==> src/rtl/rs232_cmd_sequencer_if.sv <==
// Byte handshake and register-bank control bundle between the RS232 command
// sequencer (master) and the UART / register banks (slave).
interface rs232_cmd_sequencer_if;
   logic [7:0] rxdw;
   logic       rxrdy;
   logic       txbusy;
   logic       txena;
   logic       shift_rxregs;
   logic       load_confregs;
   logic       load_txregs;
   logic       shift_txregs;
   logic       done;
   logic       err;
   logic [7:0] sleds;

   // valid/ready: rxrdy is a one-cycle valid for rxdw with no back-pressure;
   // txena is a one-cycle request, acknowledged by txbusy rising and completed
   // by txbusy falling. All other controls are one-cycle strobes.
   modport master (
      input  rxdw, rxrdy, txbusy,
      output txena, shift_rxregs, load_confregs, load_txregs, shift_txregs,
             done, err, sleds
   );

   modport slave (
      output rxdw, rxrdy, txbusy,
      input  txena, shift_rxregs, load_confregs, load_txregs, shift_txregs,
             done, err, sleds
   );
endinterface

==> src/rtl/rs232_cmd_sequencer.sv <==
// Command sequencer for the RS232 configuration link: decodes 'W'/'R' and
// sequences the NBYTES write or readback with an inter-byte timeout.
module rs232_cmd_sequencer #(
   parameter int         NBYTES  = 4,
   parameter logic [7:0] WR_CMD  = 8'h57,
   parameter logic [7:0] RD_CMD  = 8'h52,
   parameter int         TIMEOUT = 1000000
) (
   input  logic clk,
   input  logic rst,
   rs232_cmd_sequencer_if.master bus
);

   localparam int TW = $clog2(TIMEOUT + 1);

   localparam logic [3:0] IDLE        = 4'd0;
   localparam logic [3:0] WR_WAIT     = 4'd1;
   localparam logic [3:0] WR_SHIFT    = 4'd2;
   localparam logic [3:0] WR_LOAD     = 4'd3;
   localparam logic [3:0] RD_LOAD     = 4'd4;
   localparam logic [3:0] RD_WAITFREE = 4'd5;
   localparam logic [3:0] RD_START    = 4'd6;
   localparam logic [3:0] RD_WAITACK  = 4'd7;
   localparam logic [3:0] RD_WAITEND  = 4'd8;
   localparam logic [3:0] RD_SHIFT    = 4'd9;

   localparam logic [7:0]    LAST  = 8'(NBYTES);
   localparam logic [TW-1:0] T_MAX = TW'(TIMEOUT - 1);

   logic [3:0]    state, state_nx;
   logic [7:0]    cnt, cnt_nx;
   logic [TW-1:0] tcnt;
   logic          expired, waiting, err_nx;

   logic txena_q, shift_rx_q, load_conf_q, load_tx_q, shift_tx_q, done_q, err_q;
   logic [7:0] sleds_q;

   assign expired = (tcnt == T_MAX);
   assign waiting = (state == WR_WAIT) || (state == RD_WAITFREE) ||
                    (state == RD_WAITACK) || (state == RD_WAITEND);

   // cnt is bumped on the edge entering a SHIFT state, so inside SHIFT it
   // already holds the number of bytes moved so far.
   always_comb begin
      state_nx = state;
      cnt_nx   = cnt;
      err_nx   = 1'b0;
      case (state)
         IDLE: begin
            if (bus.rxrdy && bus.rxdw == WR_CMD) begin
               state_nx = WR_WAIT;
               cnt_nx   = '0;
            end else if (bus.rxrdy && bus.rxdw == RD_CMD) begin
               state_nx = RD_LOAD;
               cnt_nx   = '0;
            end
         end
         WR_WAIT: begin
            if (bus.rxrdy) begin
               state_nx = WR_SHIFT;
               cnt_nx   = cnt + 8'd1;
            end else if (expired) begin
               state_nx = IDLE;
               err_nx   = 1'b1;
            end
         end
         WR_SHIFT:    state_nx = (cnt == LAST) ? WR_LOAD : WR_WAIT;
         WR_LOAD:     state_nx = IDLE;
         RD_LOAD:     state_nx = RD_WAITFREE;
         RD_WAITFREE: begin
            if (!bus.txbusy) begin
               state_nx = RD_START;
            end else if (expired) begin
               state_nx = IDLE;
               err_nx   = 1'b1;
            end
         end
         RD_START:    state_nx = RD_WAITACK;
         RD_WAITACK: begin
            if (bus.txbusy) begin
               state_nx = RD_WAITEND;
            end else if (expired) begin
               state_nx = IDLE;
               err_nx   = 1'b1;
            end
         end
         RD_WAITEND: begin
            if (!bus.txbusy) begin
               state_nx = RD_SHIFT;
               cnt_nx   = cnt + 8'd1;
            end else if (expired) begin
               state_nx = IDLE;
               err_nx   = 1'b1;
            end
         end
         RD_SHIFT:    state_nx = (cnt == LAST) ? IDLE : RD_WAITFREE;
         default:     state_nx = IDLE;
      endcase
   end

   // Outputs are decoded from the next state so each strobe is registered
   // and coincides with the cycle the FSM spends in the matching state.
   always_ff @(posedge clk) begin
      if (rst) begin
         state       <= IDLE;
         cnt         <= '0;
         tcnt        <= '0;
         txena_q     <= 1'b0;
         shift_rx_q  <= 1'b0;
         load_conf_q <= 1'b0;
         load_tx_q   <= 1'b0;
         shift_tx_q  <= 1'b0;
         done_q      <= 1'b0;
         err_q       <= 1'b0;
         sleds_q     <= '0;
      end else begin
         state       <= state_nx;
         cnt         <= cnt_nx;
         tcnt        <= (state_nx != state || !waiting) ? '0 : tcnt + TW'(1);
         shift_rx_q  <= (state_nx == WR_SHIFT);
         load_conf_q <= (state_nx == WR_LOAD);
         load_tx_q   <= (state_nx == RD_LOAD);
         txena_q     <= (state_nx == RD_START);
         shift_tx_q  <= (state_nx == RD_SHIFT);
         done_q      <= (state_nx == WR_LOAD) ||
                        (state_nx == RD_SHIFT && cnt_nx == LAST);
         err_q       <= err_nx;
         sleds_q     <= {cnt_nx[3:0], state_nx};
      end
   end

   assign bus.txena         = txena_q;
   assign bus.shift_rxregs  = shift_rx_q;
   assign bus.load_confregs = load_conf_q;
   assign bus.load_txregs   = load_tx_q;
   assign bus.shift_txregs  = shift_tx_q;
   assign bus.done          = done_q;
   assign bus.err           = err_q;
   assign bus.sleds         = sleds_q;

endmodule

==> src/flat_wrapper.sv <==
// flat-port wrapper written by rule: the top's interface ports become plain ports
module rs232_cmd_sequencer_flat 
#(
   parameter int         NBYTES  = 4,
   parameter logic [7:0] WR_CMD  = 8'h57,
   parameter logic [7:0] RD_CMD  = 8'h52,
   parameter int         TIMEOUT = 1000000
)
  (clk, rst, bus_rxdw, bus_rxrdy, bus_txbusy, bus_txena, bus_shift_rxregs, bus_load_confregs, bus_load_txregs, bus_shift_txregs, bus_done, bus_err, bus_sleds);
  rs232_cmd_sequencer_if bus_i ();
  input  logic clk;
  input  logic rst;
  input wire logic [$bits(bus_i.rxdw)-1:0] bus_rxdw;
  input wire logic [$bits(bus_i.rxrdy)-1:0] bus_rxrdy;
  input wire logic [$bits(bus_i.txbusy)-1:0] bus_txbusy;
  output wire logic [$bits(bus_i.txena)-1:0] bus_txena;
  output wire logic [$bits(bus_i.shift_rxregs)-1:0] bus_shift_rxregs;
  output wire logic [$bits(bus_i.load_confregs)-1:0] bus_load_confregs;
  output wire logic [$bits(bus_i.load_txregs)-1:0] bus_load_txregs;
  output wire logic [$bits(bus_i.shift_txregs)-1:0] bus_shift_txregs;
  output wire logic [$bits(bus_i.done)-1:0] bus_done;
  output wire logic [$bits(bus_i.err)-1:0] bus_err;
  output wire logic [$bits(bus_i.sleds)-1:0] bus_sleds;
  assign bus_i.rxdw = bus_rxdw;
  assign bus_i.rxrdy = bus_rxrdy;
  assign bus_i.txbusy = bus_txbusy;
  assign bus_txena = bus_i.txena;
  assign bus_shift_rxregs = bus_i.shift_rxregs;
  assign bus_load_confregs = bus_i.load_confregs;
  assign bus_load_txregs = bus_i.load_txregs;
  assign bus_shift_txregs = bus_i.shift_txregs;
  assign bus_done = bus_i.done;
  assign bus_err = bus_i.err;
  assign bus_sleds = bus_i.sleds;
  rs232_cmd_sequencer #(.NBYTES(NBYTES), .WR_CMD(WR_CMD), .RD_CMD(RD_CMD), .TIMEOUT(TIMEOUT)) u_core (.clk(clk), .rst(rst), .bus(bus_i));
endmodule
==> config.mk <==
export PLATFORM = sky130hd
export DESIGN_NAME = rs232_cmd_sequencer_flat
export DESIGN_NICKNAME = d
export VERILOG_FILES = /design/src/rtl/rs232_cmd_sequencer_if.sv /design/src/rtl/rs232_cmd_sequencer.sv /design/src/flat_wrapper.sv
export SDC_FILE = /design/constraint.sdc
export NUM_CORES = 1
export LEC_CHECK = 0
export ABC_AREA = 0
export CORE_ASPECT_RATIO = 0.5
export CORE_MARGIN = 2
export CORE_UTILIZATION = 41
export CTS_CLUSTER_DIAMETER = 50
export DETAILED_ROUTE_END_ITERATION = 6
export HOLD_SLACK_MARGIN = 0.06
export PLACE_DENSITY = 0.65
export RECOVER_POWER = 25
export SYNTH_ARGS = -nofsm -noshare
export SYNTH_HDL_FRONTEND = slang
export SYNTH_SLANG_ARGS = --single-unit
==> constraint.sdc <==
create_clock -name clk -period 2.8 [get_ports clk]
set_input_delay 0.56 -clock clk [delete_from_list [all_inputs] [get_ports clk]]
set_output_delay 0.56 -clock clk [all_outputs]
set_load 0.03 [all_outputs]
==> flow_summary.ini <==
[status]
status = completed

[yosys]
synth-seq-area-share_pct = 34.4
synth_top_cell_area_share_pct = 34.4
synth_most_common_cell = dfxtp_1
synth_commonest_cells = dfxtp_1 (39), nand2_1 (18), nor3_2 (18), nor2_1 (14), xor2_1 (12)
syn_avg_cell_area_um2 = 9.08
synth_edf_count = 0
mappedNetlistNets = 265
synthArstFlopShare_pct = 0
synth_ff_type = dfxtp_1
ys_top_cells_by_area = dfxtp_1 (34%), nor3_2 (7.9%), xor2_1 (4.6%)
yosys_warnings = 0
synth_cells = 250
yosys.area.top_type = dfxtp_1
synth-seq-cells = 39
synth.distinct_cells = 63
synthesis.area_mm2 = 0.00227

[floorplan]
rows = 19
core_mm2 = 0.00542
initial_core_util_pct = 41.9
dieArea_mm2 = 0.00619
die_h_um = 56.6
io_pins = 27
fp.dieW_um = 109

[worst_setup_path]
cp_data_arrival_time_ns = 2.70
startpoint_type = register
end_kind = register
required_ns = 2.98
crit_type = register to register
worstPathMaxFanout = 20

[route]
drc = 0
vias = 1982
drt_first_pass_iters = 4
routed_wl_um = 5200
wl_per_cell_um = 14.3
vias_per_cell = 5.43
drtAntennaViolNets = 0
drtIter0Drc = 108

[global_route]
track_usage_pct = 18.3
grt_max_degree = 21
overflow = 0
grt_pass1_wl_um = 8950
antenna_found_initial = 0
grt_pass1_vias = 1900

[clocking]
htree_levels = 2
path_clk_slew_ns = 0.08
cts_buffer_depth = 2
worstSkewPairLatency_ns = 0.29
clock-sinks = 39
post_cts_buffers = 0
cts_root_buf = clkbuf_8
cts_tree = yes
ctsResizeCount = 0
numCtsBuffers = 5
postCtsHoldBufs = 0

[sta]
hold-worst-slack_ns = 0.487
worst_pin_slew_ns = 0.539
max_freq_mhz = 397
finalCritPeriodShare_pct = 89.9
finalMaxSlewViolations = 0
clock_skew_ns = 0.00484
setup_ws_ns = 0.282
hold_viol = 0
finalSetupTns_ns = 0
min_period_ns = 2.52
maxSlewHeadroom_pct = 63.8
final-setup-viol-count = 0
grt_setup_unrepaired = no

[place]
dp_hpwl_um = 3870
place_congestion = 0.885
pre_cts_slack_ns = 0.0205
port_buffers = 26

[layout]
area_delta_synth_final_pct = 25.3
fin_util_pct = 52.5
drive_above_1_share_pct = 21.6
final_nets = 306
n_antenna_cell = 0

[pwr]
power_density_mw_per_mm2 = 377
ir_drop_mv = 0.253
total_leakage_power_nw = 1.07

[hold_path]
min_path_type = register to register

[job]
cap_violations = 0
[placed cells by master, fill, tap and decap left out, types with 4 or more instances in the layout]
master / synthesis / routed
nor2b_1: 4 / 4
buf_4: 4 / 20
and2_1: 4 / 4
nor3_2: 18 / 18
xor2_1: 12 / 12
dlygate4sd3_1: 0 / 10
xnor2_1: 9 / 8
nor2_1: 14 / 14
nor3_1: 5 / 5
dfxtp_1: 39 / 39
and3_1: 7 / 7
clkdlybuf4s50_1: 0 / 16
o21a_1: 4 / 4
a21oi_1: 9 / 9
nand2_1: 18 / 18
a211oi_1: 4 / 4
clkbuf_8: 0 / 5
nand3_1: 11 / 11
inv_1: 8 / 8
o21ai_0: 8 / 8
[logic make-up after synthesis]
family,Yosys count,synth area share (%)
compound gates,50,16.5
xor+xnor,21,8.10
fa+ha+maj,3,1.65
buf+inv,23,5.29
flops,39,34.4
mux,2,0.882
simple gates,112,33.2
[flip-flops by register name, summed over array words and instances, names as in the netlist]
| signal | cells |
|---|---|
| u_core.tcnt | 20 |
| u_core.cnt | 8 |
| u_core.state | 3 |
| u_core.bus.done | 1 |
| u_core.bus.err | 1 |
| u_core.bus.load_confregs | 1 |
| u_core.bus.load_txregs | 1 |
| u_core.bus.shift_rxregs | 1 |
| u_core.bus.shift_txregs | 1 |
| u_core.bus.sleds | 1 |
| u_core.bus.txena | 1 |
[routing by layer]
layer | track usage (%) | part of all wire [%] | vias to the layer above
met5 | 0 | 0 | -
met4 | 4.16 | 0.33 | 0
met3 | 4.41 | 3.6 | 2
met2 | 31.3 | 50 | 30
met1 | 23.3 | 46 | 962
li1 | - | - | 988
[critical path, stage by stage, from the launching register on]
cell,delay (ns)
dfxtp_1,0.36
inv_1,0.09
ha_1,0.15
nor4b_1,0.44
a211oi_1,0.18
a221o_1,0.34
a311oi_4,0.37
xnor2_2,0.18
buf_12,0.22
nor3_2,0.07
[power by group]
part | internal, mW | switching (mW) | leakage, nW
sequential | 0.554 | 0.000268 | 0.314
combinational | 0.0264 | 0.0216 | 0.697
clock | 0.265 | 0.203 | 0.0581
[final timing paths]
path | startpoint | endpoint | slack [ns] | depth (start not counted)
worst min-delay path | u_core.tcnt[0] | u_core.tcnt[0] | 0.49 | 1
worst min register to register | u_core.tcnt[0] | u_core.tcnt[0] | 0.49 | 1
worst max register to register | u_core.cnt[0] | u_core.tcnt[4] | 0.28 | 9
worst max-delay path | u_core.cnt[0] | u_core.tcnt[4] | 0.28 | 9
[area by class of cell]
class	count	area, um2
clock buffers	5	68.8
clock inverters	3	43.8
fillers	499	2570
inverters	8	30.0
multi-input cells	188	1380
flip-flops and latches	39	781
well taps	73	91.3
repair buffers	49	454
[metrics by stage]
stage / cells / power, mW / instance area (um2)
floorplan: 250 / 0.586 / 2270
global placement: 357 / 0.614 / 2740
detailed placement: 357 / 0.615 / 2740
CTS: 365 / 1.09 / 2850
global route: 365 / 1.12 / 2850
finish: 365 / 1.07 / 2850
Power figures use the tool's default switching activity.
==> variant: new RTL, same flow settings <==
`TIMEOUT` is set to 1000000 in 2 places; all go to 2000000.
--- a/src/rtl/rs232_cmd_sequencer.sv
+++ b/src/rtl/rs232_cmd_sequencer.sv
@@ -5,5 +5,5 @@
    parameter logic [7:0] WR_CMD  = 8'h57,
    parameter logic [7:0] RD_CMD  = 8'h52,
-   parameter int         TIMEOUT = 1000000
+   parameter int         TIMEOUT = 2000000
 ) (
    input  logic clk,
--- a/src/flat_wrapper.sv
+++ b/src/flat_wrapper.sv
@@ -5,5 +5,5 @@
    parameter logic [7:0] WR_CMD  = 8'h57,
    parameter logic [7:0] RD_CMD  = 8'h52,
-   parameter int         TIMEOUT = 1000000
+   parameter int         TIMEOUT = 2000000
 )
   (clk, rst, bus_rxdw, bus_rxrdy, bus_txbusy, bus_txena, bus_shift_rxregs, bus_load_confregs, bus_load_txregs, bus_shift_txregs, bus_done, bus_err, bus_sleds);
Behaviour: same outputs for any inputs over 10 cycles, from zero or initial values and one cycle with rst high; that may be too few to reach the edited logic, so the function may still have changed.
==> variant against the unedited design <==
Worst setup slack lost 0.036 ns; non-clock buffer count shrank 12; sequential cell count increased by 1; die area is 4.7% lower; routed wire length is 12% lower; critical path type is now in2reg; maximum frequency decreased by 1.4%; cell area shrank 9.0%; synthesized area shrank 5.0%; global-route usage down 1.2 points; hold slack worse by 0.0096 ns.
Power is not compared: it rests on default switching activity, and its combinational part moved more than twofold at a synthesized area within 25%.
==> variant: results (changes against the unedited design) <==
Fillers=492 (-1.4%); largest net degree at the start of global routing=21 (unchanged); Arr. time, crit path=2.78 ns (+0.08 ns); Total GRT Usage=17.07% (-1.2 points); Final #Nets=298 (-2.6%); TritonCTS buffer count=5 (unchanged); Syn. warnings=0 (unchanged); CTS resizes=0 (unchanged); Placer Congestion=0.9256 (+4.6%); first-pass GRT wire length=8204 microns (-8.3%); status=completed; hpwl dp=3426 microns (-12%); maximum VDD drop=175.2 uV; Vias/cell=5.223 (-3.8%); Worst Skew=0.004505 ns (-0.0003383 ns); layout cells sized above 1=14.08% (-7.5 points); worst reg-to-reg setup slack=0.46 ns (+0.18 ns); Regs by FF count=u_core.tcnt (21), u_core.cnt (8), u_core.state (3); initial DRC count=62 (-43%); routed len/inst=12.91 microns (-9.5%); hold crit path type=reg2reg; crit path max-delay cell type=or3b_2; vias in the first global route=1830 (-3.7%); Reg2Reg Launch Point=u_core.tcnt[0]$_SDFF_PP0_; top cells by area, synth=dfxtp_1 (37%), nor2_1 (5.9%), xor2_1 (5.7%); post-synthesis net count=267 (+0.75%); cell depth of the worst flop-to-flop path=8 (-1); synth unique cells=55 (-13%); Slew headroom=74.47% (+11 points); Pleak=0.9554 nW; CP max FO=11 (-45%); R2R Path End=u_core.bus.txena$_SDFF_PP0_; CP delay by family, top=simple AND/OR/NAND/NOR gates; register area share after synthesis=37.10% (+2.7 points); pre-CTS setup slack=-0.02722 ns (-0.04767 ns); Hold EP=u_core.tcnt[0]$_SDFF_PP0_; number of diodes=0 (unchanged); commonest cells in the netlist=dfxtp_1 (40), nor2_1 (34), nand2_1 (21)
variant: changes by cell type in the layout (fill, tap and decap cells not counted), sizes merged, moves of 4 or more:
cell    delta
a211oi     -4
a31oi      +4
and2       -4
buf       -13
inv        -4
nand2      +4
nor2      +31
nor3      -20
o21ai      -4
variant: through the flow:
stage                     hold slack [ns]  instances  cell area (sq um)  util [%]  setup TNS, ns
after floorplan                    0.4350        252               2158         -              0
after global placement             0.4463        346               2510     50.20              0
after detailed placement           0.4597        346               2510     50.20       -0.02722
after CTS                          0.4797        354               2597     51.95              0
after global routing               0.5023        354               2590     51.80              0
final                              0.4770        354               2590     51.80              0
variant: cell type report:
class                   instances  area share, %
repair buffers                 37          13.43
flip-flops and latches         40          30.92
clock inverters                 3         0.7246
inverters                       4         0.5797
well taps                      70          3.382
clock buffers                   5          2.657
multi-input cells             195          48.31
variant: metal layers:
layer	part of all wire [%]	vias up	global-route usage, %
li1	-	942	-
met1	49	881	21.46
met2	47	21	28.30
met3	2.8	5	4.723
met4	1.0	0	5.937
met5	0	-	0
variant: kinds of logic after synthesis:
| family | Yosys count | share of synthesized area, % |
|---|---|---|
| and+or+nand+nor | 133 | 34.90 |
| DFF | 40 | 37.10 |
| AOI/OAI and AO/OA | 36 | 11.94 |
| xor gates and xnor gates | 22 | 8.928 |
| buffers and inverters | 17 | 4.927 |
| adders and majority gates | 4 | 2.203 |
variant: worst max-delay path by stage:
| stage | startpoint | end | slack [ns] | depth (start not counted) |
|---|---|---|---|---|
| floorplan | bus_txbusy | u_core.bus.done$_SDFF_PP0_ | 0.44 | 8 |
| global placement | bus_txbusy | u_core.bus.done$_SDFF_PP0_ | 0.04 | 9 |
| detailed placement | bus_txbusy | u_core.bus.done$_SDFF_PP0_ | -0.03 | 9 |
| CTS | bus_txbusy | u_core.bus.done$_SDFF_PP0_ | 0.28 | 9 |
| global route | bus_txbusy | u_core.bus.done$_SDFF_PP0_ | 0.05 | 9 |
| finish | bus_txbusy | u_core.bus.done$_SDFF_PP0_ | 0.25 | 9 |
variant: power groups by stage:
stage          Combinational, mW  Sequential (mW)  Clock [mW]
2_1_floorplan             0.0980            0.608           0
3_3_place_gp               0.167            0.597           0
3_5_place_dp               0.168            0.598           0
4_1_cts                    0.169            0.584       0.398
5_1_grt                    0.181            0.586       0.416
6_report                   0.166            0.584       0.383
